$ cat config.mk
export PLATFORM = sky130hd
export DESIGN_NAME = key_event_decoder
export DESIGN_NICKNAME = d
export VERILOG_FILES = /design/src/rtl/key_evt_pkg.sv /design/src/rtl/key_evt_slot.sv /design/src/rtl/key_event_decoder.sv
export SDC_FILE = /design/constraint.sdc
export NUM_CORES = 1
export LEC_CHECK = 0
export BUFFER_PORTS_ARGS = -buffer_cell sky130_fd_sc_hd__buf_2
export CORE_ASPECT_RATIO = 0.9
export CORE_UTILIZATION = 56
export DETAILED_ROUTE_END_ITERATION = 16
export PLACE_DENSITY = 0.77
export SKIP_LAST_GASP = 1
export SYNTH_ARGS = -nofsm -noshare
export SYNTH_HDL_FRONTEND = slang
export SYNTH_SLANG_ARGS = --single-unit
$ cat constraint.sdc
create_clock -name clk -period 2.25 [get_ports clk]
set_clock_uncertainty 0.1 [all_clocks]
set_input_delay 0.3375 -clock clk [delete_from_list [all_inputs] [get_ports clk]]
set_output_delay 0.3375 -clock clk [all_outputs]
set_load 0.01 [all_outputs]
$ cat src/rtl/key_evt_pkg.sv
// Shared definitions for the key gesture decoder: event codes and FSM states.
// KEY_EVT_REPEAT_EN adds the auto-repeat state.
package key_evt_pkg;

   localparam int EVT_CODE_W = 2;

   typedef logic [EVT_CODE_W-1:0] evt_code_t;

   localparam evt_code_t EVT_REPEAT = 2'b00;
   localparam evt_code_t EVT_SHORT  = 2'b01;
   localparam evt_code_t EVT_LONG   = 2'b10;
   localparam evt_code_t EVT_DOUBLE = 2'b11;

   typedef enum logic [2:0] {
      ST_WAIT_REL = 3'd0,
      ST_IDLE     = 3'd1,
      ST_PRESS1   = 3'd2,
      ST_GAP      = 3'd3
`ifdef KEY_EVT_REPEAT_EN
      ,
      ST_REPEAT   = 3'd4
`endif
   } key_state_e;

endpackage

$ cat src/rtl/key_evt_slot.sv
// Single-entry event register with valid/ready handshake and sticky drop flag.
module key_evt_slot
   import key_evt_pkg::*;
(
   input  logic      clk,
   input  logic      rst_n,
   input  logic      load,
   input  evt_code_t code_in,
   input  logic      ready,
   input  logic      ovf_clr,
   output logic      valid,
   output evt_code_t code,
   output logic      ovf
);

   logic      valid_q, valid_d;
   evt_code_t code_q, code_d;
   logic      ovf_q, ovf_d;
   logic      slot_free;

   always_comb begin
      valid_d   = valid_q;
      code_d    = code_q;
      ovf_d     = ovf_q;
      slot_free = ~valid_q | ready;
      if (load && slot_free) begin
         valid_d = 1'b1;
         code_d  = code_in;
      end else if (valid_q && ready) begin
         valid_d = 1'b0;
      end
      // A drop in the same cycle as ovf_clr keeps the flag set.
      if (load && !slot_free) begin
         ovf_d = 1'b1;
      end else if (ovf_clr) begin
         ovf_d = 1'b0;
      end
   end

   always_ff @(posedge clk or negedge rst_n) begin
      if (!rst_n) begin
         valid_q <= 1'b0;
         code_q  <= '0;
         ovf_q   <= 1'b0;
      end else begin
         valid_q <= valid_d;
         code_q  <= code_d;
         ovf_q   <= ovf_d;
      end
   end

   assign valid = valid_q;
   assign code  = code_q;
   assign ovf   = ovf_q;

endmodule

$ cat src/rtl/key_event_decoder.sv
// Classifies one debounced active-low key into SHORT / LONG / DOUBLE events.
// Define KEY_EVT_REPEAT_EN for auto-repeat (code 00) while a LONG press is held.
module key_event_decoder
   import key_evt_pkg::*;
#(
   parameter int CNT_W      = 24,
   parameter int LONG_CNT   = 6000000,
   parameter int DCLICK_CNT = 3000000,
   parameter int REPEAT_CNT = 1200000
) (
   input  logic                  clk,
   input  logic                  rst_n,
   input  logic                  key_level,
   input  logic                  evt_ready,
   output logic                  evt_valid,
   output logic [EVT_CODE_W-1:0] evt_code,
   output logic                  evt_ovf,
   input  logic                  ovf_clr
);

`ifdef KEY_EVT_REPEAT_EN
   localparam bit REPEAT_EN = 1'b1;
`else
   localparam bit REPEAT_EN = 1'b0;
`endif

   localparam longint CNT_LIM   = longint'(1) << CNT_W;
   localparam bit     DCLICK_EN = (DCLICK_CNT != 0);

   if (LONG_CNT < 2 || longint'(LONG_CNT) > CNT_LIM) begin : g_bad_long
      $error("key_event_decoder: LONG_CNT must be >= 2 and fit CNT_W");
   end
   if (DCLICK_CNT < 0 || longint'(DCLICK_CNT) > CNT_LIM) begin : g_bad_dclick
      $error("key_event_decoder: DCLICK_CNT must fit CNT_W");
   end
   if (REPEAT_EN && (REPEAT_CNT < 1 || longint'(REPEAT_CNT) > CNT_LIM)) begin : g_bad_repeat
      $error("key_event_decoder: REPEAT_CNT must be >= 1 and fit CNT_W");
   end

   localparam logic [CNT_W-1:0] LONG_TGT   = CNT_W'(LONG_CNT - 1);
   localparam logic [CNT_W-1:0] DCLICK_TGT = CNT_W'(DCLICK_EN ? DCLICK_CNT - 1 : 0);
`ifdef KEY_EVT_REPEAT_EN
   localparam logic [CNT_W-1:0] REPEAT_TGT = CNT_W'(REPEAT_CNT - 1);
`endif

   key_state_e       state_q, state_d;
   logic [CNT_W-1:0] timer_q, timer_d;
   logic             key_prev_q, key_prev_d;
   logic             press_edge, release_edge;
   logic             emit;
   evt_code_t        emit_code;

   always_comb begin
      key_prev_d   = key_level;
      press_edge   = key_prev_q & ~key_level;
      release_edge = ~key_prev_q & key_level;
      state_d      = state_q;
      timer_d      = timer_q;
      emit         = 1'b0;
      emit_code    = EVT_SHORT;
      case (state_q)
         ST_WAIT_REL: begin
            timer_d = '0;
            if (key_level) state_d = ST_IDLE;
         end
         ST_IDLE: begin
            if (press_edge) begin
               state_d = ST_PRESS1;
               timer_d = '0;
            end
         end
         ST_PRESS1: begin
            if (timer_q == LONG_TGT) begin
               emit      = 1'b1;
               emit_code = EVT_LONG;
               timer_d   = '0;
`ifdef KEY_EVT_REPEAT_EN
               state_d   = ST_REPEAT;
`else
               state_d   = ST_WAIT_REL;
`endif
            end else if (release_edge) begin
               timer_d = '0;
               if (DCLICK_EN) begin
                  state_d = ST_GAP;
               end else begin
                  emit      = 1'b1;
                  emit_code = EVT_SHORT;
                  state_d   = ST_IDLE;
               end
            end else begin
               timer_d = timer_q + CNT_W'(1);
            end
         end
         ST_GAP: begin
            // Press on the timeout cycle still counts as the second click.
            if (press_edge) begin
               emit      = 1'b1;
               emit_code = EVT_DOUBLE;
               timer_d   = '0;
               state_d   = ST_WAIT_REL;
            end else if (timer_q == DCLICK_TGT) begin
               emit      = 1'b1;
               emit_code = EVT_SHORT;
               timer_d   = '0;
               state_d   = ST_IDLE;
            end else begin
               timer_d = timer_q + CNT_W'(1);
            end
         end
`ifdef KEY_EVT_REPEAT_EN
         ST_REPEAT: begin
            // Release wins over a repeat falling due on the same cycle.
            if (release_edge) begin
               timer_d = '0;
               state_d = ST_IDLE;
            end else if (timer_q == REPEAT_TGT) begin
               emit      = 1'b1;
               emit_code = EVT_REPEAT;
               timer_d   = '0;
            end else begin
               timer_d = timer_q + CNT_W'(1);
            end
         end
`endif
         default: begin
            state_d = ST_WAIT_REL;
            timer_d = '0;
         end
      endcase
   end

   always_ff @(posedge clk or negedge rst_n) begin
      if (!rst_n) begin
         state_q    <= ST_WAIT_REL;
         timer_q    <= '0;
         key_prev_q <= 1'b1;
      end else begin
         state_q    <= state_d;
         timer_q    <= timer_d;
         key_prev_q <= key_prev_d;
      end
   end

   key_evt_slot u_slot (
      .clk     (clk),
      .rst_n   (rst_n),
      .load    (emit),
      .code_in (emit_code),
      .ready   (evt_ready),
      .ovf_clr (ovf_clr),
      .valid   (evt_valid),
      .code    (evt_code),
      .ovf     (evt_ovf)
   );

endmodule

==> impl_metrics.yaml, run 1 <==
sta:
  layout_setup_ws_ns: 0.1177
  max_freq_ghz: 0.4690
  period_share: 0.9477
  drv_slew: 0
  setup_viol: 0
  holdWs_ns: -0.01056
  max_slew_margin: 0.5170
  worstMarginPinSlew_ns: 0.7245
  fin_crit_ns: 2.132
  hold_viol_final: 9
  finalSetupTns_ns: 0
  rsz0062_at_grt: "no"
synthesis:
  ys_ff_latch: 31
  syn_area_um2: 2011
  yosysUniqueCellTypes: 45
  syn_inst: 241
  synth_area_per_cell_um2: 8.343
  synthesis.nets: 247
  seq_area_frac_synth: 0.3864
  yosys_warnings: 0
finish:
  final_core_util: 0.6754
  multi_input_area_um2: 1136
  drive_gt1_frac: 0.1794
  layout.nets: 267
  syn2layout_area_growth_pct: 14.31
  finish.instance_area_um2: 2298
  num-fill-cells: 297
  antenna_cells: 0
  seq_area_um2: 777.0
route:
  drt-total-wl_mm: 4.848
  dr.pass1.iters: 4
  post-route-drc-count: 0
  wl_per_cell_um: 15.84
  viasPerCell: 6.314
  vias: 1932
  drt_iter0_markers: 186
  drtAntennaViolNets: 0
worst_setup_path:
  arrival_ns: 2.18
  crit_required_ns: 2.30
  path_max_fanout: 5
  r2r_start: "timer_q[0]"
  regToRegSetupSlack_ns: 0.12
  r2r-end: "timer_q[11]"
  critPathLaunch: "timer_q[0]"
  reg2reg_depth: 7
  path_class: "reg -> reg"
  start_kind: "register"
  crit_path_end_kind: "register"
clock_tree:
  cts_sinks: 31
  cts_tree: "yes"
  cts_buffer_depth: 2
  htreeDepth: 2
  cts.clk_slew.worst_paths_ns: 0.08
  cts-root-buf: "clkbuf_8"
  numCtsBuffers: 5
  insertion_delay_ns: 0.30
worst_hold_path:
  hp-class: "in -> async"
floorplan:
  num_rows: 20
  core_area_um2: 3403
  io_pins: 9
  die_area_um2: 3834
  die_w_um: 65.16
  die_y_um: 58.85
  initial_utilization: 0.5908
placed_design:
  dp_slack_ns: 0.09358
  io_buffers: 8
  dpl-instance-area_um2: 2183
  dpl.hpwl_mm: 3.376
  gp_congestion: 0.8411
power:
  p_per_area_nw_per_um2: 701.9
  ir_drop_mv: 0.4424
  p_leak_nw: 0.9655
global_route:
  grt_usage: 0.2839
  grt_pass1_vias: 1681
  grt_pass1_wl_mm: 8.086
  antenna_found_initial: 0
  grt_max_degree: 32
  global_route.overflow_total: 0
status:
  violations: "negative hold slack"
  status: "complete, but fails checks"
run:
  drv_cap: 0
placed cells by master (no fill, tap or decap), types with 4 or more instances in the layout:
cell and n:
buf_4 21, o221ai_1 13, inv_1 8, nand3_1 12, nor3_1 6, nand2_1 46, and2_1 12, o21ai_0 7
clkbuf_8 6, dfrtp_1 30, nand4_1 9, nor2_1 14, buf_2 8, o2111ai_1 8, nor4_1 5, o211ai_1 8
nor2b_1 4
flip-flops by register name, indices dropped and copies added, names as in the netlist:
| signal | cells |
|---|---|
| state_q | 2 |
| key_prev_q | 1 |
| u_slot.valid | 1 |
| timer_q | 24 |
| u_slot.ovf | 1 |
| u_slot.code | 2 |
metrics by stage:
| step | std cells | power, W |
|---|---|---|
| 2_1_floorplan | 241 | 0.0009579 |
| 3_3_place_gp | 297 | 0.001135 |
| 3_5_place_dp | 297 | 0.001148 |
| 4_1_cts | 305 | 0.001607 |
| 5_1_grt | 306 | 0.001706 |
| 6_report | 306 | 0.001613 |
area by class of cell:
cell class                 instances  share of cell area
multi-input combinational        185              0.4943
inverter                           8             0.01306
tap                               44             0.02395
timing repair buffer              30             0.09091
clock buffer                       7             0.03756
clock inverter                     1            0.002177
sequential                        31              0.3381
critical path: stages (launching register included):
cell      delay, ns
dfrtp_1        0.36
ha_2           0.22
and4_4         0.24
nand2_1        0.10
o41a_1         0.45
o21ai_2        0.24
buf_4          0.17
o211ai_1       0.11
metal layers:
layer / GRT usage / share of wire / routed length [um] / up-vias
li1: - / - / - / 936
met1: 0.4084 / 0.48 / 2325 / 933
met2: 0.4138 / 0.44 / 2134 / 52
met5: 0 / 0 / 0 / -
met4: 0.1211 / 0.020 / 98 / 0
met3: 0.05814 / 0.060 / 290 / 11
power by group:
group	total, W	internal, W	switching (W)
Combinational	0.000473	0.000179	0.000294
Clock	0.000462	0.000246	0.000215
Sequential	0.000679	0.000609	0.0000697
Total	0.00161	0.00103	0.000579
how the worst max path moves through the flow:
| stage | to | depth (start not counted) |
|---|---|---|
| after detailed placement | timer_q[11] | 7 |
| after global routing | timer_q[21] | 7 |
| final | timer_q[11] | 7 |
| after floorplan | timer_q[3] | 8 |
| after CTS | timer_q[11] | 7 |
| after global placement | timer_q[22] | 6 |
cells by family after synthesis:
logic type / count (synthesis) / share of synthesized area
adders and majority gates: 1 / 0.006222
xor gates and xnor gates: 1 / 0.004357
DFF: 31 / 0.3864
buffers and inverters: 25 / 0.05476
and+or+nand+nor: 129 / 0.3317
AOI/OAI and AO/OA: 54 / 0.2166
timing repair:
item | CTS | global route
buffers inserted | 0 | 1
endpoints found under the setup margin | 0 | 12
hold buffers | 0 | 0
resized for setup | 0 | 5
Yosys cell counts, drive strengths merged:
master   number  area [um^2]
or2           3        18.77
clkbuf        9        33.78
nor3          7        40.04
or4           4        30.03
o41a          1        11.26
nand2        46        172.7
o21ai         8        40.03
dfstp         1        26.28
nor2         14        52.55
and2         13        81.33
nor4b         1        8.760
nand4         9        56.30
a311oi        1        26.28
a31o          1        8.760
o31a          3        26.28
nor4          5        31.28
inv           8        30.03
a31oi         1        6.260
o2111ai       8        70.07
a21oi         1        5.000
a21o          1        7.510
o22ai         1        6.260
a22o          1        8.760
o21a          3        22.52
nand3        12        60.06
nor2b         4        25.02
and3b         1        8.760
nand2b        2        12.51
a22oi         2        15.01
o221ai       13        113.9
o21bai        1        7.510
o211ai        8        60.06
xor2          1        8.760
buf           8        46.29
ha            1        12.51
dfrtp        30        750.7
and3          1        6.260
nor4bb        2        20.02
nand3b        1        7.510
and4          4        35.03
(Power assumes the default switching activity.)
==> inputs of run 2 (changes only) <==
BUFFER_PORTS_ARGS = default   (was -buffer_cell sky130_fd_sc_hd__buf_2)
CORE_UTILIZATION = 45   (was 56)
DONT_BUFFER_PORTS = 1   (was default)
PLACE_DENSITY = 0.63   (was 0.77)
==> impl_metrics.yaml, run 2 (same netlist as run 1, synthesis figures left out) <==
finish:
  num-fill-cells: 400
  top_register: "timer_q"
  drive_gt1_frac: 0.1544
  antenna_cells: 0
  largest_reg_flops: 24
  final_cell_mix: "nand2_1 (46), dfrtp_1 (30), buf_4 (24)"
  syn2layout_area_growth_pct: 15.56
  layout.nets: 264
  final_common_cell: "nand2_1"
worst_setup_path:
  path_max_fanout: 14
  path_class: "reg -> reg"
  crit_path_end_kind: "register"
  arrival_ns: 2.17
  crit_required_ns: 2.31
  start_kind: "register"
clock_tree:
  cts.clk_slew.worst_paths_ns: 0.07
  post-cts-setup-buffers: 0
  insertion_delay_ns: 0.29
  cts_sinks: 31
  htreeDepth: 2
  numCtsBuffers: 5
  cts_buffer_depth: 2
  cts_tree: "yes"
  cts-root-buf: "clkbuf_8"
route:
  drt_iter0_markers: 89
  wl_per_cell_um: 15.18
  drtAntennaViolNets: 0
  viasPerCell: 5.727
  dr.pass1.iters: 4
  drt-total-wl_mm: 4.841
  vias: 1827
  post-route-drc-count: 0
placed_design:
  io_buffers: 0
  gp_congestion: 0.9111
  dp_slack_ns: 0.05940
  dpl.hpwl_mm: 3.409
global_route:
  grt_max_degree: 32
  grt_usage: 0.2294
  antenna_found_initial: 0
  grt_pass1_wl_mm: 8.217
  grt_pass1_vias: 1622
  global_route.overflow_total: 0
sta:
  rsz0062_at_grt: "no"
  drv_slew: 0
  setup_viol: 0
  layout_setup_ws_ns: 0.1386
  finalSetupTns_ns: 0
  hold_viol_final: 0
  worstMarginPinSlew_ns: 0.2809
  max_freq_ghz: 0.4736
  fin_crit_ns: 2.111
  period_share: 0.9384
  max_slew_margin: 0.8102
floorplan:
  core_area_um2: 4184
  die_w_um: 72.46
  die_y_um: 65.42
  die_area_um2: 4740
  io_pins: 9
  initial_utilization: 0.4806
  num_rows: 22
worst_hold_path:
  hp-class: "in -> reg"
power:
  p_leak_nw: 0.9577
  p_per_area_nw_per_um2: 681.3
  ir_drop_mv: 0.3155
run:
  drv_cap: 0
status:
  status: "complete, no violations"
run 2: cell types whose count changed in the layout (fill, tap and decap cells not counted), sizes merged:
cell	previous run	this run
dlygate4sd3	0	2
buf	30	25
run 2: routing by layer:
metal  GRT usage  share of wire  vias to the layer above
met3     0.04601          0.038                        9
met4     0.07598          0.014                        0
met5           0              0                        -
met1      0.3495           0.53                      850
met2      0.3189           0.42                       32
li1            -              -                      936
run 2: per-stage QoR:
| step | hold slack (ns) | power [W] | utilization | area (um^2) | std cells |
|---|---|---|---|---|---|
| 6_report | 0.05352 | 0.001583 | 0.5553 | 2323 | 319 |
| 5_1_grt | 0.05781 | 0.001681 | 0.5553 | 2323 | 319 |
| 4_1_cts | 0.05253 | 0.001591 | 0.5538 | 2317 | 319 |
| 3_5_place_dp | -0.05721 | 0.001107 | 0.5224 | 2186 | 308 |
| 3_3_place_gp | -0.05716 | 0.001103 | 0.5224 | 2186 | 308 |
| 2_1_floorplan | -0.05809 | 0.0009579 | - | 2011 | 241 |
run 2: worst max-delay path, stage by stage, from the launching register on:
cell and delay (ns):
dfrtp_1 0.35, ha_2 0.21, and4_1 0.25, nand2_1 0.11, o41a_1 0.42, buf_4 0.21, o2111ai_1 0.21, nand3_1 0.11
run 2: power breakdown:
group          internal, W  leakage, nW  switching, W
registers         0.000610        0.414     0.0000504
logic             0.000160        0.495      0.000297
clock network     0.000247       0.0482      0.000219
total              0.00102        0.958      0.000567
run 2: worst paths after layout:
check                             from     endpoint  slack [ns]  cells past startpoint
min in group asynchronous        rst_n   timer_q[4]        0.38                      2
setup reg to reg            timer_q[0]  timer_q[19]        0.14                      7
hold / removal                 ovf_clr   u_slot.ovf        0.05                      1
setup / recovery            timer_q[0]  timer_q[19]        0.14                      7
max in group asynchronous        rst_n   key_prev_q        1.42                      2
hold reg to reg            timer_q[22]  timer_q[22]        0.48                      2
run 2: repair_timing:
| action | CTS | global route |
|---|---|---|
| hold buffers | 3 | 0 |
| resized for setup | 0 | 2 |
| setup endpoints to repair | 0 | 6 |
| hold endpoints to repair | 32 | 0 |
run 2: final cells by class:
class | count | area, um^2 | share of cell area
multi-input cells | 185 | 1130 | 0.4863
flip-flops and latches | 31 | 777.0 | 0.3344
repair buffers | 27 | 220.2 | 0.09478
clock buffers | 7 | 86.33 | 0.03716
well taps | 60 | 75.07 | 0.03231
inverters | 8 | 30.03 | 0.01292
clock inverters | 1 | 5.005 | 0.002154
